$ cat src/rtl/headgen_pipe_sn.sv
// Parametrised DEPTH-stage header pipe carrying one control word plus LANES data lanes per beat.
// Latency: DEPTH cycles from push into an empty pipe to out_valid; one beat per clock sustained.
// Backpressure: valid/ready with bubble collapsing; in_ready is combinational from out_ready/enableout.
// Optional: define HEADGEN_PIPE_STAT_EN to add hdr_cnt, a wrapping count of popped end-of-header beats.
module headgen_pipe_sn #(
    parameter int C_W   = 9,
    parameter int D_W   = 16,
    parameter int LANES = 2,
    parameter int DEPTH = 3
) (
    input  logic                         clk,
    input  logic                         rst,
    input  logic                         in_valid,
    output logic                         in_ready,
    input  logic [C_W-1:0]               in_ctrl,
    input  logic [LANES*D_W-1:0]         in_data,
    output logic                         out_valid,
    input  logic                         out_ready,
    output logic [C_W-1:0]               out_ctrl,
    output logic [LANES*D_W-1:0]         out_data,
    input  logic                         enableout,
    input  logic                         flush,
    output logic [$clog2(DEPTH+1)-1:0]   occupancy
`ifdef HEADGEN_PIPE_STAT_EN
    ,
    output logic [15:0]                  hdr_cnt
`endif
);

    localparam int DW    = LANES * D_W;
    localparam int OCC_W = $clog2(DEPTH + 1);

    // Per-stage state; stage DEPTH-1 is the head presented downstream.
    logic [DEPTH-1:0] v_q, v_d;
    logic [C_W-1:0]   c_q [DEPTH];
    logic [C_W-1:0]   c_d [DEPTH];
    logic [DW-1:0]    d_q [DEPTH];
    logic [DW-1:0]    d_d [DEPTH];
    logic [OCC_W-1:0] occ_q, occ_d;

    logic [DEPTH-1:0] mv;
    logic             out_vld;
    logic             push;
    logic             pop;

    // Handshake and move chain: a stage advances when the next one is empty or emptying.
    always_comb begin
        out_vld = v_q[DEPTH-1] & enableout & ~flush;
        pop     = out_vld & out_ready;
        mv      = '0;
        mv[DEPTH-1] = pop;
        for (int s = DEPTH - 2; s >= 0; s--) begin
            mv[s] = v_q[s] & (~v_q[s+1] | mv[s+1]);
        end
        in_ready = ~flush & (~v_q[0] | mv[0]);
        push     = in_valid & in_ready;
    end

    // Next-state for stages and occupancy; flush drops every valid bit and leaves payload stale.
    always_comb begin
        v_d   = v_q;
        c_d   = c_q;
        d_d   = d_q;
        occ_d = occ_q;
        for (int s = DEPTH - 1; s >= 1; s--) begin
            if (mv[s-1]) begin
                c_d[s] = c_q[s-1];
                d_d[s] = d_q[s-1];
            end
            v_d[s] = mv[s-1] | (v_q[s] & ~mv[s]);
        end
        if (push) begin
            c_d[0] = in_ctrl;
            d_d[0] = in_data;
        end
        v_d[0] = push | (v_q[0] & ~mv[0]);
        if (push && !pop) begin
            occ_d = occ_q + OCC_W'(1);
        end else if (pop && !push) begin
            occ_d = occ_q - OCC_W'(1);
        end
        if (flush) begin
            v_d   = '0;
            occ_d = '0;
        end
    end

    // Stage and occupancy registers.
    always_ff @(posedge clk or negedge rst) begin
        if (!rst) begin
            v_q   <= '0;
            occ_q <= '0;
            for (int s = 0; s < DEPTH; s++) begin
                c_q[s] <= '0;
                d_q[s] <= '0;
            end
        end else begin
            v_q   <= v_d;
            occ_q <= occ_d;
            c_q   <= c_d;
            d_q   <= d_d;
        end
    end

    assign out_valid = out_vld;
    assign out_ctrl  = out_vld ? c_q[DEPTH-1] : '0;
    assign out_data  = out_vld ? d_q[DEPTH-1] : '0;
    assign occupancy = occ_q;

`ifdef HEADGEN_PIPE_STAT_EN
    logic [15:0] hdr_cnt_q, hdr_cnt_d;

    // Count popped beats carrying the end-of-header marker; wraps naturally, survives flush.
    always_comb begin
        hdr_cnt_d = hdr_cnt_q;
        if (pop && c_q[DEPTH-1][C_W-1]) begin
            hdr_cnt_d = hdr_cnt_q + 16'd1;
        end
    end

    // Statistics register.
    always_ff @(posedge clk or negedge rst) begin
        if (!rst) begin
            hdr_cnt_q <= '0;
        end else begin
            hdr_cnt_q <= hdr_cnt_d;
        end
    end

    assign hdr_cnt = hdr_cnt_q;
`else
    // No statistics counter in this build.
`endif

endmodule

$ cat config.mk
export PLATFORM = sky130hd
export DESIGN_NAME = headgen_pipe_sn
export DESIGN_NICKNAME = d
export VERILOG_FILES = /design/src/rtl/headgen_pipe_sn.sv
export SDC_FILE = /design/constraint.sdc
export NUM_CORES = 1
export LEC_CHECK = 0
export CORE_ASPECT_RATIO = 1.1
export CORE_MARGIN = 2
export CORE_UTILIZATION = 25
export DETAILED_ROUTE_END_ITERATION = 10
export GPL_ROUTABILITY_DRIVEN = 0
export PLACE_DENSITY_LB_ADDON = 0.25
export RECOVER_POWER = 100
export REMOVE_ABC_BUFFERS = 1
export SETUP_SLACK_MARGIN = 0.05
export SYNTH_ARGS = -nofsm -noshare
export SYNTH_HDL_FRONTEND = slang
export SYNTH_SLANG_ARGS = --single-unit
$ cat constraint.sdc
create_clock -name clk -period 2.5 [get_ports clk]
set_clock_uncertainty 0.2 [all_clocks]
set_input_delay 0.25 -clock clk [delete_from_list [all_inputs] [get_ports clk]]
set_output_delay 0.25 -clock clk [all_outputs]
set_load 0.005 [all_outputs]
Yosys cells after proc, flatten, opt, wreduce, memory -nomap -nowiden
Index checks and enable logic that the tools add are counted.
{ "totals": {"ff_bits": 128, "inputBits": 47, "out_inout_bits": 45, "elab_cells": 44} }
{ "op_classes": {"add_sub_neg": 2, "muxes": 6, "bitwise_logic": 23, "reduce_logical": 5} }
{ "ops": {"columns": ["operator", "n"], "rows": [
  ["32-bit 2-to-1 mux", 1],
  ["1-bit bitwise AND", 10],
  ["9-bit 2-to-1 mux", 1],
  ["1-bit inverter", 7],
  ["2-bit 2-to-1 mux", 3],
  ["1-bit OR", 6],
  ["3-bit 2-to-1 mux", 1],
  ["3-bit nonzero test", 1],
  ["2-bit by 1-bit adder with 2-bit output, second input constant", 1],
  ["1-bit logical AND", 2],
  ["1-bit logical NOT", 2],
  ["2-bit by 1-bit subtractor with 2-bit output, second input constant", 1]
]} }

Longest topological paths before layout
Gate-level depths: netlist of run 1.
{ "logic_depth": {"word_depth": 15, "depth_mapped": 6, "mapped_depth_nobuf": 4} }

Worst setup path after synthesis of run 1
No wires, ideal clock.
{ "synth_timing": {"path_type": "register to register", "start": "reg v_q[2]", "end": "reg c_q[18] (netlist name)", "setup_time_ns": 0.125, "t_arrival_ns": 1.410, "t_required_ns": 2.175, "path_slack_ns": 0.765, "path_stages_with_launch": 7, "synth_period_minus_slack_ns": 1.735, "cell_sequence": "dfrtp_1 buf_2 a41oi_4 and2_4 buf_8 buf_12 mux2_4"} }
{ "synth_between": {"elab_chain_len": 10, "word_cells_on_any_way": 11} }
{ "synth_rtl": {"columns": ["element", "line", "source"], "rows": [
  ["start, declared", "34", "logic [DEPTH-1:0] v_q, v_d;"],
  ["start signal, assigned", "98", "v_q <= v_d;"],
  ["1-bit bitwise AND (2 in series)", "48", "out_vld = v_q[DEPTH-1] & enableout & ~flush;"],
  ["1-bit bitwise AND", "49", "pop = out_vld & out_ready;"],
  ["1-bit OR *", "53", "mv[s] = v_q[s] & (~v_q[s+1] | mv[s+1]);"],
  ["1-bit bitwise AND *", "53", null],
  ["1-bit OR *", "53", null],
  ["1-bit bitwise AND *", "53", null],
  ["1-bit OR *", "55", "in_ready = ~flush & (~v_q[0] | mv[0]);"],
  ["1-bit bitwise AND *", "55", null],
  ["1-bit bitwise AND *", "56", "push = in_valid & in_ready;"],
  ["end signal, assigned by index", "94", "c_q[s] <= '0;"],
  ["end signal, assigned", "100", "c_q <= c_d;"],
  ["end, declared", "35", "logic [C_W-1:0] c_q [DEPTH];"]
]} }
Mark *: on every way between the ends. The rest lies on a longest branch, timed or not.
A chain may end at the register's enable or synchronous reset.

Final worst setup path of run 1
{ "layout_timing": {"start": "reg v_q[2]", "end": "out out_data[16]"} }
{ "layout_between": {"elab_chain_len": 3} }
{ "layout_rtl": {"columns": ["element", "line", "source"], "rows": [
  ["1-bit bitwise AND (2 in series)", "48", null],
  ["32-bit 2-to-1 mux", "107", "assign out_data = out_vld ? d_q[DEPTH-1] : '0;"],
  ["end, declared", "20", "output logic [LANES*D_W-1:0] out_data,"]
]} }
Every way passes these cells.

==> results.yml, run 1 <==
outcome:
  status: "complete, but fails checks"
  failed_checks: "max-capacitance violations, max-slew violations"
clock_tree:
  cts_tree: "built"
  clockBufferDepth: 2
  cts-buffers-inserted: 17
  insertion_delay_ns: 0.41
  clkSlewWorstSetupHoldPaths_ns: 0.06
  ctsHtreeMaxLevel: 4
  clockRootBuffer: "clkbuf_16"
  numClockSinks: 128
sta:
  worst_hold_slack_ns: 0.2294
  final.min_clock_period_ns: 2.402
  setup_viol: 0
  postLayoutSetupSlackWorst_ns: 0.09782
  relSlewSlack: -0.08892
  worst_pin_slew_ns: 1.633
  clock.fmax_mhz: 416.3
  finalCritPeriodShare: 0.9609
  drv_slew: 61
  rsz0062_at_grt: "false"
  fin_setup_tns_ns: 0
  hold_viol_final: 0
job:
  maxCapViolations: 1
layout:
  seq_area_um2: 3204
  drive_gt1_frac: 0.2797
  fill_cells: 2127
  final_util: 0.3352
  nets: 490
  n_antenna_cell: 0
  multi_input_area_um2: 1823
  synthToLayoutAreaGrowth_pct: 32.55
grt:
  grt_pass1_vias: 3414
  grt_usage: 0.1059
  grt_overflow: 0
  grt_pass1_wl_um: 18020
  grt_max_degree: 63
  antenna_found_initial: 0
placement:
  place_ws_ns: 0.1726
  dp_hpwl_um: 7139
  io_buffer_count: 91
synth:
  ys.flop_type: "dfrtp_1"
  synthArstFlopShare: 1.000
  syn-cell-area_um2: 5351
  synthCells: 340
  syn_area_per_cell_um2: 15.74
  yosysUniqueCellTypes: 31
  ys_seq_area_frac: 0.5986
  synth_edf_count: 0
  synth-seq-cells: 128
  yosysWarnings: 0
critical_path:
  critPathMaxFanout: 23
  path_cells: "and3_2 -> buf_12 -> and2_1 -> dlygate4sd3_1"
  cp.required_ns: 2.05
  worstSetupPathType: "flip-flop to output pin"
  end_kind: "output pin"
  critPathTopFamily: "buffers and inverters"
  crit_path_start_kind: "flip-flop"
  worst-path-buf-inv: 2
  cp_slowest_stage_delay_ns: 0.58
  arrival_ns: 1.95
  slowest_stage: "dlygate4sd3_1"
routing:
  drt_wl_total_um: 10870
  drt_iter0_drc: 57
  wl_per_cell_um: 14.61
  drcViolationCount: 0
  antenna_left: 0
  dr.pass1.iters: 4
  vias: 3033
  via_per_inst: 4.077
power:
  leakagePower_nw: 2.943
  peakVddDrop_mv: 0.3726
  report.power.total_mw: 6.135
  p_per_area_nw_per_um2: 864.9
floorplan:
  die_width_um: 143.5
  initial_utilization: 0.2529
  row_count: 56
  io_pins: 92
  fp.coreArea_um2: 21160
  dieArea_um2: 22590
  die_h_um: 157.4
min_path:
  hp-class: "primary input to flip-flop"
synth_stat cells (2+ instances only):
library cell / n / area share
and2_1: 42 / 0.049
buf_12: 4 / 0.015
nor2_1: 3 / 0.0021
inv_1: 2 / 0.0014
mux2_4: 40 / 0.11
a21oi_1: 2 / 0.0019
xnor2_1: 2 / 0.0033
clkbuf_1: 4 / 0.0028
mux2_1: 2 / 0.0042
mux2_2: 81 / 0.17
buf_2: 10 / 0.0094
nand2_1: 2 / 0.0014
dfrtp_1: 128 / 0.60
final timing paths:
path,slack [ns],cells past startpoint,start,to
max,0.1,4,v_q[2],out_data[16]
min,0.23,2,in_data[7],d_q[71]
max reg2reg,0.19,5,v_q[2],c_q[21]
min reg2reg,0.28,1,d_q[67],d_q[67]
max in group asynchronous,0.51,3,rst,v_q[2]
min in group asynchronous,0.60,2,rst,d_q[89]
per-stage QoR:
step | area [µm²] | instances
2_1_floorplan | 5186 | 320
3_3_place_gp | 6661 | 712
3_5_place_dp | 6661 | 712
4_1_cts | 7278 | 744
5_1_grt | 7093 | 744
6_report | 7093 | 744
cell usage in the layout (no fill, tap or decap), types with 3 or more instances in the layout:
cell type and count:
and2_0 3, and2_1 40, buf_12 8, bufinv_16 3, clkbuf_1 5, clkbuf_16 17, clkbuf_2 3, clkbuf_8 4
clkdlybuf4s50_1 82, dfrtp_1 127, dlygate4sd3_1 9, mux2_1 38, mux2_2 81, mux2_4 4, nor2_1 3
power breakdown:
group / switching [mW] / total, mW / internal (mW) / leakage, nW
clock network: 0.859 / 2.52 / 1.66 / 0.289
logic: 0.247 / 0.757 / 0.510 / 1.13
registers: 0.254 / 2.86 / 2.60 / 1.52
area by class of cell:
class	count	share of cell area
clock buffers	25	0.06985
repair buffers	104	0.1547
flip-flops and latches	128	0.4518
well taps	290	0.05116
clock inverters	5	0.01446
inverters	2	0.001058
multi-input cells	190	0.2570
flip-flops by register name, summed over array words and instances (netlist names):
signal / flops
c_q: 27
d_q: 96
occupancy: 2
v_q: 3
what timing repair did:
action | CTS | global route
hold buffers | 1 | 0
setup buffers | 1 | 0
gates resized for setup | 1 | 0
endpoints found under the setup margin | 41 | 0
endpoints found under the hold margin | 60 | 0
per-layer routing:
metal  track usage  share of wire  vias to the layer above
met1        0.1285           0.45                     1569
met2        0.1746           0.49                       69
met5             0              0                        -
met3       0.03468          0.045                       13
li1              -              -                     1382
met4       0.04062          0.014                        0
cell families (layout without fill, tap and decap cells):
logic type,Yosys count,in the layout,synth area share
buf+inv,22,136,0.03226
xor+xnor,2,2,0.003274
mux,124,124,0.2888
simple gates,54,54,0.06126
compound gates,10,10,0.01590
flops,128,128,0.5986
Note: power is estimated with default switching activity, not from simulation.
==> run 2: changes to the inputs <==
- CAP_MARGIN: default -> 20
- CORE_MARGIN: 2 -> default
==> run 2 against run 1 <==
Net effect:
- the run now ends clean
- critical endpoint is now out_data[26]
- fmax rose by 0.42%
- setup slack better by 0.010 ns
- via count about the same
- die area down 2.6%
- first-iteration DRC count rose by 30%
- flip-flop and latch count unchanged
==> results.yml, run 2 (same netlist as run 1, synthesis figures left out) <==
clock_tree:
  numClockSinks: 128
  insertion_delay_ns: 0.41
  cts_tree: "built"
  ctsHtreeMaxLevel: 4
  clkSlewWorstSetupHoldPaths_ns: 0.05
  cts-buffers-inserted: 17
  clockRootBuffer: "clkbuf_16"
  clockBufferDepth: 2
grt:
  grt_overflow: 0
  grt_pass1_vias: 3367
  grt_max_degree: 60
  antenna_found_initial: 0
  grt_usage: 0.1067
  grt_pass1_wl_um: 17660
routing:
  drt_iter0_drc: 74
  vias: 3030
  dr.pass1.iters: 4
  antenna_left: 0
  drt_wl_total_um: 10660
  drcViolationCount: 0
  via_per_inst: 4.106
  wl_per_cell_um: 14.44
layout:
  final_common_cell: "dfrtp_1"
  final_cell_mix: "127 x dfrtp_1, 84 x clkdlybuf4s50_1, 81 x mux2_2"
  nets: 490
  reg_top3: "d_q (96), c_q (27), v_q (3)"
  largest_register_ffs: 96
  n_antenna_cell: 0
  drive_gt1_frac: 0.3289
  synthToLayoutAreaGrowth_pct: 32.24
  regMostFlops: "d_q"
  fill_cells: 2091
sta:
  setup_viol: 0
  hold_viol_final: 0
  relSlewSlack: 0.1619
  worst_pin_slew_ns: 1.257
  rsz0062_at_grt: "false"
  fin_setup_tns_ns: 0
  final.min_clock_period_ns: 2.392
  drv_slew: 0
  clock.fmax_mhz: 418.0
  finalCritPeriodShare: 0.9569
critical_path:
  critPathTopFamily: "buffers and inverters"
  cp_slowest_stage_delay_ns: 0.56
  end_kind: "output pin"
  critPathLaunch: "v_q[2]"
  slowest_stage: "dlygate4sd3_1"
  critPathMaxFanout: 31
  worstSetupPathType: "flip-flop to output pin"
  worst_r2r_startpoint: "v_q[2]"
  path_cells: "and3_2 -> buf_12 -> and2_1 -> dlygate4sd3_1"
  crit_path_start_kind: "flip-flop"
  worst-path-buf-inv: 2
  arrival_ns: 1.94
  cp.required_ns: 2.05
placement:
  io_buffer_count: 91
  dp_hpwl_um: 6851
min_path:
  hold_start: "in_data[21]"
  hp-class: "primary input to flip-flop"
floorplan:
  fp.coreArea_um2: 20780
  die_h_um: 155.4
  die_width_um: 141.5
  io_pins: 92
  row_count: 55
  dieArea_um2: 21990
  initial_utilization: 0.2575
power:
  power.switching_mw: 1.345
  leakagePower_nw: 2.979
  switching_share: 0.2226
  power.share.clock: 0.397
  power_frac_comb: 0.131
  peakVddDrop_mv: 0.3614
  p_per_area_nw_per_um2: 853.6
  p_int_mw: 4.696
  seqPwrFrac: 0.472
  report.power.total_mw: 6.040
job:
  maxCapViolations: 0
outcome:
  status: "complete, no violations"
==> run 2: final cells by class <==
type	instances	area, µm²	area share
clock buffer	23	488.0	0.06895
tap	285	356.6	0.05039
inverter	2	7.507	0.001061
timing repair buffer	104	1032	0.1459
sequential	128	3204	0.4528
clock inverter	6	82.58	0.01167
multi-input combinational	190	1906	0.2693
==> run 2: worst paths after layout <==
kind,to,slack [ns],cells past startpoint
max,out_data[26],0.11,4
max reg2reg,d_q[73],0.17,5
min,d_q[85],0.23,2
min reg2reg,c_q[6],0.28,1
max in group asynchronous,d_q[7],0.46,3
min in group asynchronous,c_q[10],0.45,2
==> run 2: power groups by stage <==
stage | Combinational [mW] | Clock [mW] | Sequential, mW
after global placement | 0.820 | 0 | 2.87
after CTS | 0.859 | 2.48 | 2.86
after detailed placement | 0.851 | 0 | 2.90
after floorplan | 0.604 | 0 | 2.79
final | 0.793 | 2.40 | 2.85
after global routing | 0.873 | 2.58 | 2.93
==> run 2: stage by stage <==
stage	worst slack (ns)	util	hold WS (ns)	area [µm²]	instances
2_1_floorplan	0.2112	-	-0.2456	5186	320
3_3_place_gp	0.1629	0.3184	0.01093	6618	707
3_5_place_dp	0.1508	0.3184	0.02418	6618	707
4_1_cts	0.1386	0.3468	0.1567	7207	738
5_1_grt	0.04856	0.3405	0.2333	7077	738
6_report	0.1078	0.3405	0.2324	7077	738
==> run 2: per-layer routing <==
metal	up-vias	GRT usage	routed length [µm]
li1	1389	-	-
met1	1567	0.1387	5207
met2	65	0.1643	4868
met3	9	0.03355	434
met4	0	0.04301	148
met5	-	0	0
==> run 2: repair_timing <==
item,4_1_cts,5_1_grt
buffers inserted,1,0
endpoints found under the setup margin,41,0
endpoints found under the hold margin,47,0
gates resized for setup,1,0
hold buffers,1,0
==> run 3: changes to the inputs <==
- clock period: 2.5 -> 2.4 ns (I/O delays scaled with it)
==> run 3 against run 2 <==
Net effect:
- sequential share of layout area increased by 0.062 points
- count of clock-buffer cells in the layout decreased by 1
- power increased by 7.4%
- clock power increased by 15%
- sequential power increased by 4%
- critical path depth increased by 1
- flip-flop and latch count unchanged
- utilization decreased by 0.060 points
==> results.yml, run 3 (same netlist as run 1, synthesis figures left out) <==
outcome:
  status: "complete, no violations"
floorplan:
  initial_utilization: 0.2575
  die_h_um: 155.4
  io_pins: 92
  row_count: 55
  fp.coreArea_um2: 20780
  dieArea_um2: 21990
  die_width_um: 141.5
sta:
  worst_pin_slew_ns: 1.233
  relSlewSlack: 0.1781
  rsz0062_at_grt: "true"
  drv_slew: 0
  worst_hold_slack_ns: 0.2271
  final.min_clock_period_ns: 2.301
  hold_viol_final: 0
  clock.fmax_mhz: 434.6
  postLayoutSetupSlackWorst_ns: 0.09906
  fin_setup_tns_ns: 0
  setup_viol: 0
  finalCritPeriodShare: 0.9587
layout:
  regMostFlops: "d_q"
  seq_area_um2: 3203
  drive_gt1_frac: 0.2873
  fill_cells: 2078
  largest_register_ffs: 96
  n_antenna_cell: 0
  final_common_cell: "dfrtp_1"
  final_util: 0.3399
  nets: 491
  synthToLayoutAreaGrowth_pct: 32.01
  reg_top3: "d_q (96), c_q (27), v_q (3)"
  multi_input_area_um2: 1827
  final_cell_mix: "128 x dfrtp_1, 88 x clkdlybuf4s50_1, 81 x mux2_2"
power:
  report.power.total_mw: 6.489
  p_per_area_nw_per_um2: 918.6
  peakVddDrop_mv: 0.3804
  leakagePower_nw: 2.910
clock_tree:
  cts.repair.resized: 0
  cts_setup_buffers: 0
  numClockSinks: 128
  clkSlewWorstSetupHoldPaths_ns: 0.05
  insertion_delay_ns: 0.41
  clockRootBuffer: "clkbuf_16"
  cts-buffers-inserted: 17
  ctsHtreeMaxLevel: 4
  cts_tree: "built"
  clockBufferDepth: 2
routing:
  antenna_left: 0
  drt_wl_total_um: 10400
  drcViolationCount: 0
  dr.pass1.iters: 4
  vias: 2974
  wl_per_cell_um: 14.04
  via_per_inst: 4.013
  drt_iter0_drc: 57
critical_path:
  worst-path-buf-inv: 3
  slowest_stage: "clkdlybuf4s50_1"
  critPathMaxFanout: 31
  end_kind: "output pin"
  critPathTopFamily: "buffers and inverters"
  cp.required_ns: 1.96
  worstSetupPathType: "primary input to output pin"
  crit_path_start_kind: "primary input"
  cp_slowest_stage_delay_ns: 0.51
  arrival_ns: 1.86
  cpMostUsedCell: "clkdlybuf4s50_1"
  path_cells: "clkdlybuf4s50_1 -> and3_2 -> buf_12 -> and2_0 -> clkdlybuf4s50_1"
grt:
  grt_overflow: 0
  antenna_found_initial: 0
  grt_usage: 0.1074
  grt_max_degree: 51
  grt_pass1_vias: 3376
  grt_pass1_wl_um: 17930
placement:
  dp_hpwl_um: 6723
  place_ws_ns: 0.07373
  io_buffer_count: 91
job:
  maxCapViolations: 0
min_path:
  hp-class: "primary input to flip-flop"
-- run 3: changes by cell type in the layout (fill, tap and decap cells not counted), sizes merged --
cell | before | now
dlygate4sd3 | 7 | 3
clkdlybuf4s50 | 84 | 88
clkbuf | 30 | 27
clkinv | 3 | 4
bufinv | 2 | 4
buf | 6 | 9
-- run 3: metrics by stage --
step / area [µm²] / instances
final: 7064 / 741
after global routing: 7064 / 741
after CTS: 7295 / 741
after detailed placement: 6645 / 709
after global placement: 6645 / 709
after floorplan: 5186 / 320
-- run 3: repair_timing --
item | 4_1_cts | 5_1_grt
endpoints found under the hold margin | 56 | 0
hold buffers | 1 | 0
setup endpoints to repair | 0 | 23
-- run 3: layer usage --
metal	routed length, µm	up-vias	GRT usage	part of all wire
met1	4977	1509	0.1361	0.48
li1	-	1386	-	-
met5	0	-	0	0
met3	444	13	0.03139	0.043
met4	181	0	0.04916	0.017
met2	4796	66	0.1690	0.46
-- run 3: cell type report --
cell class,instances,area share
flip-flops and latches,128,0.4534
clock inverters,9,0.02196
clock buffers,22,0.06854
repair buffers,105,0.1459
inverters,2,0.001063
well taps,285,0.05048
multi-input cells,190,0.2586
-- run 3: where the power goes --
| group | internal (mW) | switching, mW |
|---|---|---|
| sequential | 2.71 | 0.253 |
| combinational | 0.523 | 0.253 |
| clock | 1.84 | 0.907 |
-- run 3: final timing paths --
check	endpoint	cells past startpoint	startpoint	slack [ns]
max	out_data[11]	5	enableout	0.1
min	d_q[88]	2	in_data[24]	0.23
max reg2reg	c_q[15]	5	v_q[2]	0.21
min reg2reg	c_q[6]	1	c_q[6]	0.28
max in group asynchronous	d_q[35]	3	rst	0.39
min in group asynchronous	c_q[19]	2	rst	0.44
